==> src/rtl/mem_arbiter_if.sv <==
// mem_arbiter_if: bundles the two requester ports, the status/response
// signals and the data-memory bus of the arbiter.
//   slave  : arbiter view (requests and mem_rdata in, grants and mem bus out)
//   master : environment view (requesters plus memory)
interface mem_arbiter_if #(
  parameter int AW = 32,
  parameter int DW = 32
);
  logic          req0, req1;
  logic          we0, we1;
  logic [AW-1:0] addr0, addr1;
  logic [DW-1:0] wdata0, wdata1;
  logic          lock1;
  logic          gnt0, gnt1;
  logic          rvalid0, rvalid1;
  logic [DW-1:0] rdata;
  logic          busy;
  logic          mem_en;
  logic          mem_we;
  logic [AW-1:0] mem_addr;
  logic [DW-1:0] mem_wdata;
  logic [DW-1:0] mem_rdata;

  modport slave (
    input  req0, req1, we0, we1, addr0, addr1, wdata0, wdata1, lock1, mem_rdata,
    output gnt0, gnt1, rvalid0, rvalid1, rdata, busy,
           mem_en, mem_we, mem_addr, mem_wdata
  );

  modport master (
    output req0, req1, we0, we1, addr0, addr1, wdata0, wdata1, lock1, mem_rdata,
    input  gnt0, gnt1, rvalid0, rvalid1, rdata, busy,
           mem_en, mem_we, mem_addr, mem_wdata
  );
endinterface

==> src/rtl/mem_arbiter.sv <==
// mem_arbiter: shares one single-port synchronous data memory between the
// core load/store path (port 0) and a loader/debug master (port 1).
// Every access goes IDLE -> ISSUE (-> RDATA for reads) -> IDLE.
// Ports:
//   clk  : rising-edge clock
//   rst  : asynchronous active-high reset
//   bus  : mem_arbiter_if.slave (requests, grants, read return, memory bus)
module mem_arbiter #(
  parameter int AW        = 32,
  parameter int DW        = 32,
  parameter int MAX_BURST = 4
) (
  input  logic          clk,
  input  logic          rst,
  mem_arbiter_if.slave  bus
);

  localparam int CW = $clog2(MAX_BURST + 1);

  typedef enum logic [1:0] {IDLE, ISSUE, RDATA} state_t;

  state_t        state_q, state_d;
  logic          win_q, win_d;      // port that owns the access in flight
  logic          we_q, we_d;
  logic [AW-1:0] addr_q, addr_d;
  logic [DW-1:0] wdata_q, wdata_d;
  logic          last_q, last_d;    // port granted most recently
  logic [CW-1:0] burst_cnt_q, burst_cnt_d;

  logic          winner;
  logic          gnt0_o, gnt1_o, rvalid0_o, rvalid1_o, busy_o;
  logic          mem_en_o, mem_we_o;
  logic [AW-1:0] mem_addr_o;
  logic [DW-1:0] mem_wdata_o, rdata_o;

  always_ff @(posedge clk or posedge rst) begin
    if (rst) begin
      state_q     <= IDLE;
      win_q       <= 1'b0;
      we_q        <= 1'b0;
      addr_q      <= '0;
      wdata_q     <= '0;
      last_q      <= 1'b1;          // makes port 0 win the first tie
      burst_cnt_q <= '0;
    end else begin
      state_q     <= state_d;
      win_q       <= win_d;
      we_q        <= we_d;
      addr_q      <= addr_d;
      wdata_q     <= wdata_d;
      last_q      <= last_d;
      burst_cnt_q <= burst_cnt_d;
    end
  end

  always_comb begin
    state_d     = state_q;
    win_d       = win_q;
    we_d        = we_q;
    addr_d      = addr_q;
    wdata_d     = wdata_q;
    last_d      = last_q;
    burst_cnt_d = burst_cnt_q;
    winner      = 1'b0;
    gnt0_o      = 1'b0;
    gnt1_o      = 1'b0;
    rvalid0_o   = 1'b0;
    rvalid1_o   = 1'b0;
    mem_en_o    = 1'b0;
    mem_we_o    = 1'b0;
    mem_addr_o  = '0;
    mem_wdata_o = '0;
    rdata_o     = '0;
    busy_o      = (state_q != IDLE);

    case (state_q)
      IDLE: begin
        if (bus.req0 || bus.req1) begin
          // Single requester wins outright; with both pending, a locked
          // port 1 keeps priority until its burst budget runs out, after
          // which plain round robin applies.
          if (bus.req0 ^ bus.req1)
            winner = bus.req1;
          else if (bus.lock1 && (burst_cnt_q < CW'(MAX_BURST)))
            winner = 1'b1;
          else
            winner = ~last_q;

          win_d   = winner;
          we_d    = winner ? bus.we1    : bus.we0;
          addr_d  = winner ? bus.addr1  : bus.addr0;
          wdata_d = winner ? bus.wdata1 : bus.wdata0;
          last_d  = winner;
          if (winner && bus.lock1)
            burst_cnt_d = (burst_cnt_q == CW'(MAX_BURST)) ? burst_cnt_q
                                                         : burst_cnt_q + CW'(1);
          else
            burst_cnt_d = '0;
          state_d = ISSUE;
        end
      end
      ISSUE: begin
        mem_en_o    = 1'b1;
        mem_we_o    = we_q;
        mem_addr_o  = addr_q;
        mem_wdata_o = wdata_q;
        gnt0_o      = ~win_q;
        gnt1_o      = win_q;
        state_d     = we_q ? IDLE : RDATA;
      end
      RDATA: begin
        rvalid0_o = ~win_q;
        rvalid1_o = win_q;
        rdata_o   = bus.mem_rdata;
        state_d   = IDLE;
      end
      default: state_d = IDLE;
    endcase
  end

  assign bus.gnt0      = gnt0_o;
  assign bus.gnt1      = gnt1_o;
  assign bus.rvalid0   = rvalid0_o;
  assign bus.rvalid1   = rvalid1_o;
  assign bus.rdata     = rdata_o;
  assign bus.busy      = busy_o;
  assign bus.mem_en    = mem_en_o;
  assign bus.mem_we    = mem_we_o;
  assign bus.mem_addr  = mem_addr_o;
  assign bus.mem_wdata = mem_wdata_o;

endmodule

==> src/flat_wrapper.sv <==
// flat-port wrapper written by rule: the top's interface ports become plain ports
module mem_arbiter_flat 
#(
  parameter int AW        = 32,
  parameter int DW        = 32,
  parameter int MAX_BURST = 4
)
  (clk, rst, bus_req0, bus_req1, bus_we0, bus_we1, bus_addr0, bus_addr1, bus_wdata0, bus_wdata1, bus_lock1, bus_mem_rdata, bus_gnt0, bus_gnt1, bus_rvalid0, bus_rvalid1, bus_rdata, bus_busy, bus_mem_en, bus_mem_we, bus_mem_addr, bus_mem_wdata);
  mem_arbiter_if #(.AW(AW), .DW(DW)) bus_i ();
  input  logic clk;
  input  logic rst;
  input wire logic [$bits(bus_i.req0)-1:0] bus_req0;
  input wire logic [$bits(bus_i.req1)-1:0] bus_req1;
  input wire logic [$bits(bus_i.we0)-1:0] bus_we0;
  input wire logic [$bits(bus_i.we1)-1:0] bus_we1;
  input wire logic [$bits(bus_i.addr0)-1:0] bus_addr0;
  input wire logic [$bits(bus_i.addr1)-1:0] bus_addr1;
  input wire logic [$bits(bus_i.wdata0)-1:0] bus_wdata0;
  input wire logic [$bits(bus_i.wdata1)-1:0] bus_wdata1;
  input wire logic [$bits(bus_i.lock1)-1:0] bus_lock1;
  input wire logic [$bits(bus_i.mem_rdata)-1:0] bus_mem_rdata;
  output wire logic [$bits(bus_i.gnt0)-1:0] bus_gnt0;
  output wire logic [$bits(bus_i.gnt1)-1:0] bus_gnt1;
  output wire logic [$bits(bus_i.rvalid0)-1:0] bus_rvalid0;
  output wire logic [$bits(bus_i.rvalid1)-1:0] bus_rvalid1;
  output wire logic [$bits(bus_i.rdata)-1:0] bus_rdata;
  output wire logic [$bits(bus_i.busy)-1:0] bus_busy;
  output wire logic [$bits(bus_i.mem_en)-1:0] bus_mem_en;
  output wire logic [$bits(bus_i.mem_we)-1:0] bus_mem_we;
  output wire logic [$bits(bus_i.mem_addr)-1:0] bus_mem_addr;
  output wire logic [$bits(bus_i.mem_wdata)-1:0] bus_mem_wdata;
  assign bus_i.req0 = bus_req0;
  assign bus_i.req1 = bus_req1;
  assign bus_i.we0 = bus_we0;
  assign bus_i.we1 = bus_we1;
  assign bus_i.addr0 = bus_addr0;
  assign bus_i.addr1 = bus_addr1;
  assign bus_i.wdata0 = bus_wdata0;
  assign bus_i.wdata1 = bus_wdata1;
  assign bus_i.lock1 = bus_lock1;
  assign bus_i.mem_rdata = bus_mem_rdata;
  assign bus_gnt0 = bus_i.gnt0;
  assign bus_gnt1 = bus_i.gnt1;
  assign bus_rvalid0 = bus_i.rvalid0;
  assign bus_rvalid1 = bus_i.rvalid1;
  assign bus_rdata = bus_i.rdata;
  assign bus_busy = bus_i.busy;
  assign bus_mem_en = bus_i.mem_en;
  assign bus_mem_we = bus_i.mem_we;
  assign bus_mem_addr = bus_i.mem_addr;
  assign bus_mem_wdata = bus_i.mem_wdata;
  mem_arbiter #(.AW(AW), .DW(DW), .MAX_BURST(MAX_BURST)) u_core (.clk(clk), .rst(rst), .bus(bus_i));
endmodule
==> config.mk <==
export PLATFORM = sky130hd
export DESIGN_NAME = mem_arbiter_flat
export DESIGN_NICKNAME = d
export VERILOG_FILES = /design/src/rtl/mem_arbiter_if.sv /design/src/rtl/mem_arbiter.sv /design/src/flat_wrapper.sv
export SDC_FILE = /design/constraint.sdc
export NUM_CORES = 1
export LEC_CHECK = 0
export CAP_MARGIN = 15
export CORE_MARGIN = 2
export CORE_UTILIZATION = 39
export DETAILED_ROUTE_END_ITERATION = 6
export PLACE_DENSITY = 0.87
export SYNTH_ARGS = -nofsm -noshare
export SYNTH_HDL_FRONTEND = slang
export SYNTH_SLANG_ARGS = --single-unit
==> constraint.sdc <==
create_clock -name clk -period 4 [get_ports clk]
set_input_delay 0.8 -clock clk [delete_from_list [all_inputs] [get_ports clk]]
set_output_delay 0.8 -clock clk [all_outputs]
set_load 0.02 [all_outputs]
==> impl_metrics.tcl, run 1 <==
set metrics [dict create \
    p_leak_nw 2.81 \
    ctsResizeCount 0 \
    htreeDepth 3 \
    cts_setup_buffers 0 \
    portBuffers 269 \
    comb_power_share 0.620 \
    synth_top_area_share 0.439 \
    pwr-share-seq 0.261 \
    synth_top_area_cell "dfrtp_1" \
    ys_ff_latch 72 \
    arrival_ps 2450 \
    clock_power_share 0.119 \
    cts_tree "done" \
    cts_buffers 9 \
    total_power_w 0.00494 \
    avgSynthCellArea_sq_um 7.98 \
    fin_crit_ps 3250 \
    fin_ws_ps 750 \
    drc 0 \
    hold_violations 0 \
    drt_iter0_markers 162 \
    status "finished, final reports clean" \
    syn_area_sq_um 4050 \
    io_pins 270 \
    p_switching_w 0.00214 \
    grt_pass1_wl_mm 22.0 \
    final_common_cell "clkdlybuf4s50_1" \
    gp_routability_congestion 0.807 \
    cap_violations 0 \
    core_area_sq_um 10200 \
    yosysWarnings 0 \
    vias_per_cell 4.95 \
    grt_pass1_vias 4503 \
    slew_viol_final 0 \
    critPathLaunchType "register" \
    drt_pass1_iterations 5 \
    fin_skew_ps 16.9 \
    die_area_sq_um 11200 \
    hold_buffers 0 \
    rsz0062_at_grt "false" \
    path_clk_slew_ps 80 \
    diodes 0 \
    synthFlopType "dfrtp_1" \
    fin_util 0.687 \
    max_slew_margin 0.463 \
    die_height_microns 106 \
    hold_class "reg -> reg" \
    initial_core_util 0.397 \
    whs_ps 467 \
    drive_gt1_frac 0.0526 \
    final_cell_mix "269 x clkdlybuf4s50_1, 125 x a21oi_1, 99 x and2_1, 71 x dfrtp_1" \
    period_share 0.812 \
    syn_to_final_growth_pct 72.9 \
    rows 37 \
    ant_nets 0 \
    cp-end-kind "output port" \
    power.internal_w 0.00280 \
    routedWlPerCell_microns 15.5 \
    die_w_microns 106 \
    cp_max_fo 46 \
    postSynthCellCount 507 \
    critPathKind "reg -> out" \
    dpl.hpwl_mm 10.3 \
    async_reset_ff_frac 1.00 \
    synthTopCellsByArea "dfrtp_1 44%, a21oi_1 15%, and2_1 15%, nand2_1 6.2%, nor2_1 6.2%" \
    overflow 0 \
    cts_sinks 72 \
    post-place-ws_ps 862 \
    cts_root_buffer "clkbuf_8" \
    wirelength_mm 13.9 \
    setup_viol 0 \
    grt_max_degree 69 \
    peakVddDrop_mv 0.412 \
    antenna_found_initial 0 \
    power_density_nw_per_um2 707 \
    cp.required_ps 3200 \
    grt_use_total 0.244 \
    swShare 0.433 \
    cts_buffer_depth 2 \
    synth_fp_nets 677 \
    yosysSeqAreaShare 0.446 \
    finalSetupTns_ps 0 \
    synth_edf_count 0 \
    fin_nets 925 \
    tightest_slew_ps 805 \
    fmax_mhz 308 \
    ys_types 28 \
    vias 4434 \
    clk_latency_ps 340 \
]
-- cells by family after synthesis --
group,Yosys count,share of synthesized area
buffers and inverters,48,0.0631
adder cells (fa/ha/maj),3,0.00928
multiplexers,1,0.00278
flip-flops,72,0.446
AO/OA/AOI/OAI,141,0.188
AND/OR/NAND/NOR,242,0.291
-- area by class of cell --
cell class,instances,area (sq um)
clock inverter,7,78.8
clock buffer,9,124
inverter,9,38.8
sequential,72,1800
tap,136,170
fill,815,3190
multi-input combinational,387,2000
timing repair buffer,276,2780
-- cell usage after synthesis (all sizes together) (2+ instances only) --
| cell type | count |
|---|---|
| buf | 20 |
| dfrtp | 71 |
| a31o | 2 |
| a21oi | 132 |
| nand2 | 67 |
| inv | 8 |
| nor2 | 67 |
| and2 | 99 |
| o21ai | 3 |
| ha | 3 |
| nand2b | 3 |
| nor2b | 3 |
| clkbuf | 19 |
-- routing by layer --
| layer | part of all wire | global-route usage |
|---|---|---|
| met5 | 0 | 0 |
| met4 | 0.020 | 0.0695 |
| met3 | 0.077 | 0.0513 |
| met2 | 0.51 | 0.443 |
| met1 | 0.39 | 0.291 |
-- power groups by stage --
stage               clock network (W)  logic [W]  registers (W)
CTS                          0.000605    0.00309        0.00128
detailed placement                  0    0.00307        0.00130
global placement                    0    0.00300        0.00127
global route                 0.000634    0.00332        0.00133
floorplan                           0    0.00186        0.00123
finish                       0.000591    0.00306        0.00129
-- final timing paths --
path	to	startpoint	depth (start not counted)	slack, ps
setup / recovery	bus_mem_wdata[27]	u_core.state_q[1]$_DFFE_PP0P_	5	750
hold / removal	u_core.last_q$_DFFE_PP1P_	u_core.last_q$_DFFE_PP1P_	2	470
setup reg to reg	u_core.burst_cnt_q[2]$_DFFE_PP0P_	u_core.state_q[1]$_DFFE_PP0P_	4	1900
hold reg to reg	u_core.last_q$_DFFE_PP1P_	u_core.last_q$_DFFE_PP1P_	2	470
max in group asynchronous	u_core.wdata_q[25]$_DFFE_PP0P_	rst	3	2380
min in group asynchronous	u_core.addr_q[20]$_DFFE_PP0P_	rst	2	930
-- critical path, cell delays in order, from the launching register on --
cell and delay, ps:
dfrtp_1 410, nand2b_1 180, inv_1 430, buf_12 270, and2_1 180, clkdlybuf4s50_1 630
-- state kept, by name (all words and copies together) (netlist names) --
name	flops
u_core.we_q	1
u_core.state_q	2
u_core.wdata_q	32
u_core.burst_cnt_q	3
u_core.win_q	1
u_core.last_q	1
u_core.addr_q	32
-- through the flow --
step	cells	cell area, sq um
after floorplan	507	4050
after global placement	880	6790
after detailed placement	880	6790
after CTS	896	6990
after global routing	896	6990
final	896	6990
Note: power is estimated with default switching activity, not from simulation.
==> run 2, diff against run 1 <==
CORE_UTILIZATION = 33   (was 39)
PLACE_DENSITY = 0.78   (was 0.87)
clock period = 2.8 ns   (was 4 ns; I/O delays follow)
==> impl_metrics.tcl, run 2 (synthesized netlist as in run 1, its figures left out) <==
set metrics [dict create \
    ant_nets 0 \
    tightest_slew_ps 633 \
    cts_tree "done" \
    setup_viol 0 \
    hold_buffers 0 \
    vias_per_cell 4.79 \
    cts_buffers 9 \
    clk_latency_ps 320 \
    p_leak_nw 2.92 \
    gp_routability_congestion 0.820 \
    peakVddDrop_mv 0.450 \
    grt_use_total 0.206 \
    critPathLaunchType "register" \
    die_area_sq_um 13200 \
    cts_setup_buffers 0 \
    finalSetupTns_ps 0 \
    cp.required_ps 2240 \
    cap_violations 0 \
    total_power_w 0.00778 \
    io_pins 270 \
    initial_core_util 0.337 \
    critPathKind "reg -> out" \
    grt_pass1_wl_mm 21.5 \
    seq_area_sq_um 1800 \
    fin_crit_ps 2660 \
    htreeDepth 3 \
    cp-end-kind "output port" \
    hold_violations 0 \
    fin_nets 929 \
    diodes 0 \
    cts_sinks 72 \
    portBuffers 269 \
    final_cell_mix "269 x clkdlybuf4s50_1, 125 x a21oi_1, 99 x and2_1, 71 x dfrtp_1" \
    slew_viol_final 0 \
    die_height_microns 115 \
    cts_root_buffer "clkbuf_16" \
    cts_buffer_depth 2 \
    grt_max_degree 69 \
    antenna_found_initial 0 \
    routedWlPerCell_microns 15.2 \
    hold_class "reg -> reg" \
    vias 4365 \
    path_clk_slew_ps 50 \
    drc 0 \
    grt_pass1_vias 4268 \
    drt_pass1_iterations 4 \
    top_regs "u_core.addr_q (32), u_core.wdata_q (32), u_core.burst_cnt_q (3)" \
    cp_max_fo 40 \
    max_slew_margin 0.577 \
    die_w_microns 115 \
    multi_input_area_sq_um 2000 \
    core_area_sq_um 12000 \
    wirelength_mm 13.8 \
    period_share 0.950 \
    fin_skew_ps 7.85 \
    fillers 1017 \
    status "finished, final reports clean" \
    ctsResizeCount 0 \
    arrival_ps 2100 \
    rows 40 \
    overflow 0 \
    syn_to_final_growth_pct 79.1 \
    final_common_cell "clkdlybuf4s50_1" \
    fmax_mhz 376 \
    rsz0062_at_grt "false" \
    power_density_nw_per_um2 1070 \
    drt_iter0_markers 299 \
    drive_gt1_frac 0.0576 \
    dpl.hpwl_mm 10.3 \
]
run 2: cell types whose count changed in the layout (fill, tap and decap cells not counted), sizes merged:
cell | previous run | this run
inv | 10 | 6
buf | 7 | 11
bufinv | 1 | 5
clkinv | 5 | 3
clkbuf | 9 | 11
run 2: where the power goes:
group          internal (W)  switching [W]
logic               0.00204        0.00238
clock network       0.00110       0.000420
registers           0.00158       0.000273
run 2: final cells by class:
type,count,share of cell area
clock buffers,11,0.0349
repair buffers,280,0.389
flip-flops and latches,72,0.249
inverters,9,0.00553
clock inverters,5,0.0207
multi-input cells,387,0.276
well taps,147,0.0254
run 2: metrics by stage:
step	worst slack [ps]	instance area, sq um	util	std cells	hold slack (ps)
floorplan	417	4050	-	507	418
global placement	329	6840	0.569	895	453
detailed placement	262	6840	0.569	895	459
CTS	28.5	7240	0.603	911	467
global route	11.9	7240	0.603	911	509
finish	139	7240	0.603	911	464
run 2: critical path: stages, from the launching register on:
cell	delay (ps)
dfrtp_1	390
nand2b_1	210
clkinv_1	90
buf_6	250
and2_1	160
clkdlybuf4s50_1	670
run 2: path summary, 6_finish.rpt:
kind	start	end	slack (ps)	cells past startpoint
max	u_core.state_q[1]$_DFFE_PP0P_	bus_mem_wdata[21]	140	5
min	u_core.last_q$_DFFE_PP1P_	u_core.last_q$_DFFE_PP1P_	460	2
max reg2reg	u_core.state_q[1]$_DFFE_PP0P_	u_core.burst_cnt_q[2]$_DFFE_PP0P_	1070	4
min reg2reg	u_core.last_q$_DFFE_PP1P_	u_core.last_q$_DFFE_PP1P_	460	2
max in group asynchronous	rst	u_core.addr_q[2]$_DFFE_PP0P_	1550	3
min in group asynchronous	rst	u_core.wdata_q[28]$_DFFE_PP0P_	630	2
run 2: routing by layer:
| metal | GRT usage | vias up | routed length (microns) | share of wire |
|---|---|---|---|---|
| li1 | - | 2147 | - | - |
| met1 | 0.266 | 1984 | 5810 | 0.42 |
| met2 | 0.350 | 217 | 6800 | 0.49 |
| met3 | 0.0386 | 17 | 1010 | 0.073 |
| met4 | 0.0659 | 0 | 209 | 0.015 |
| met5 | 0 | - | 0 | 0 |
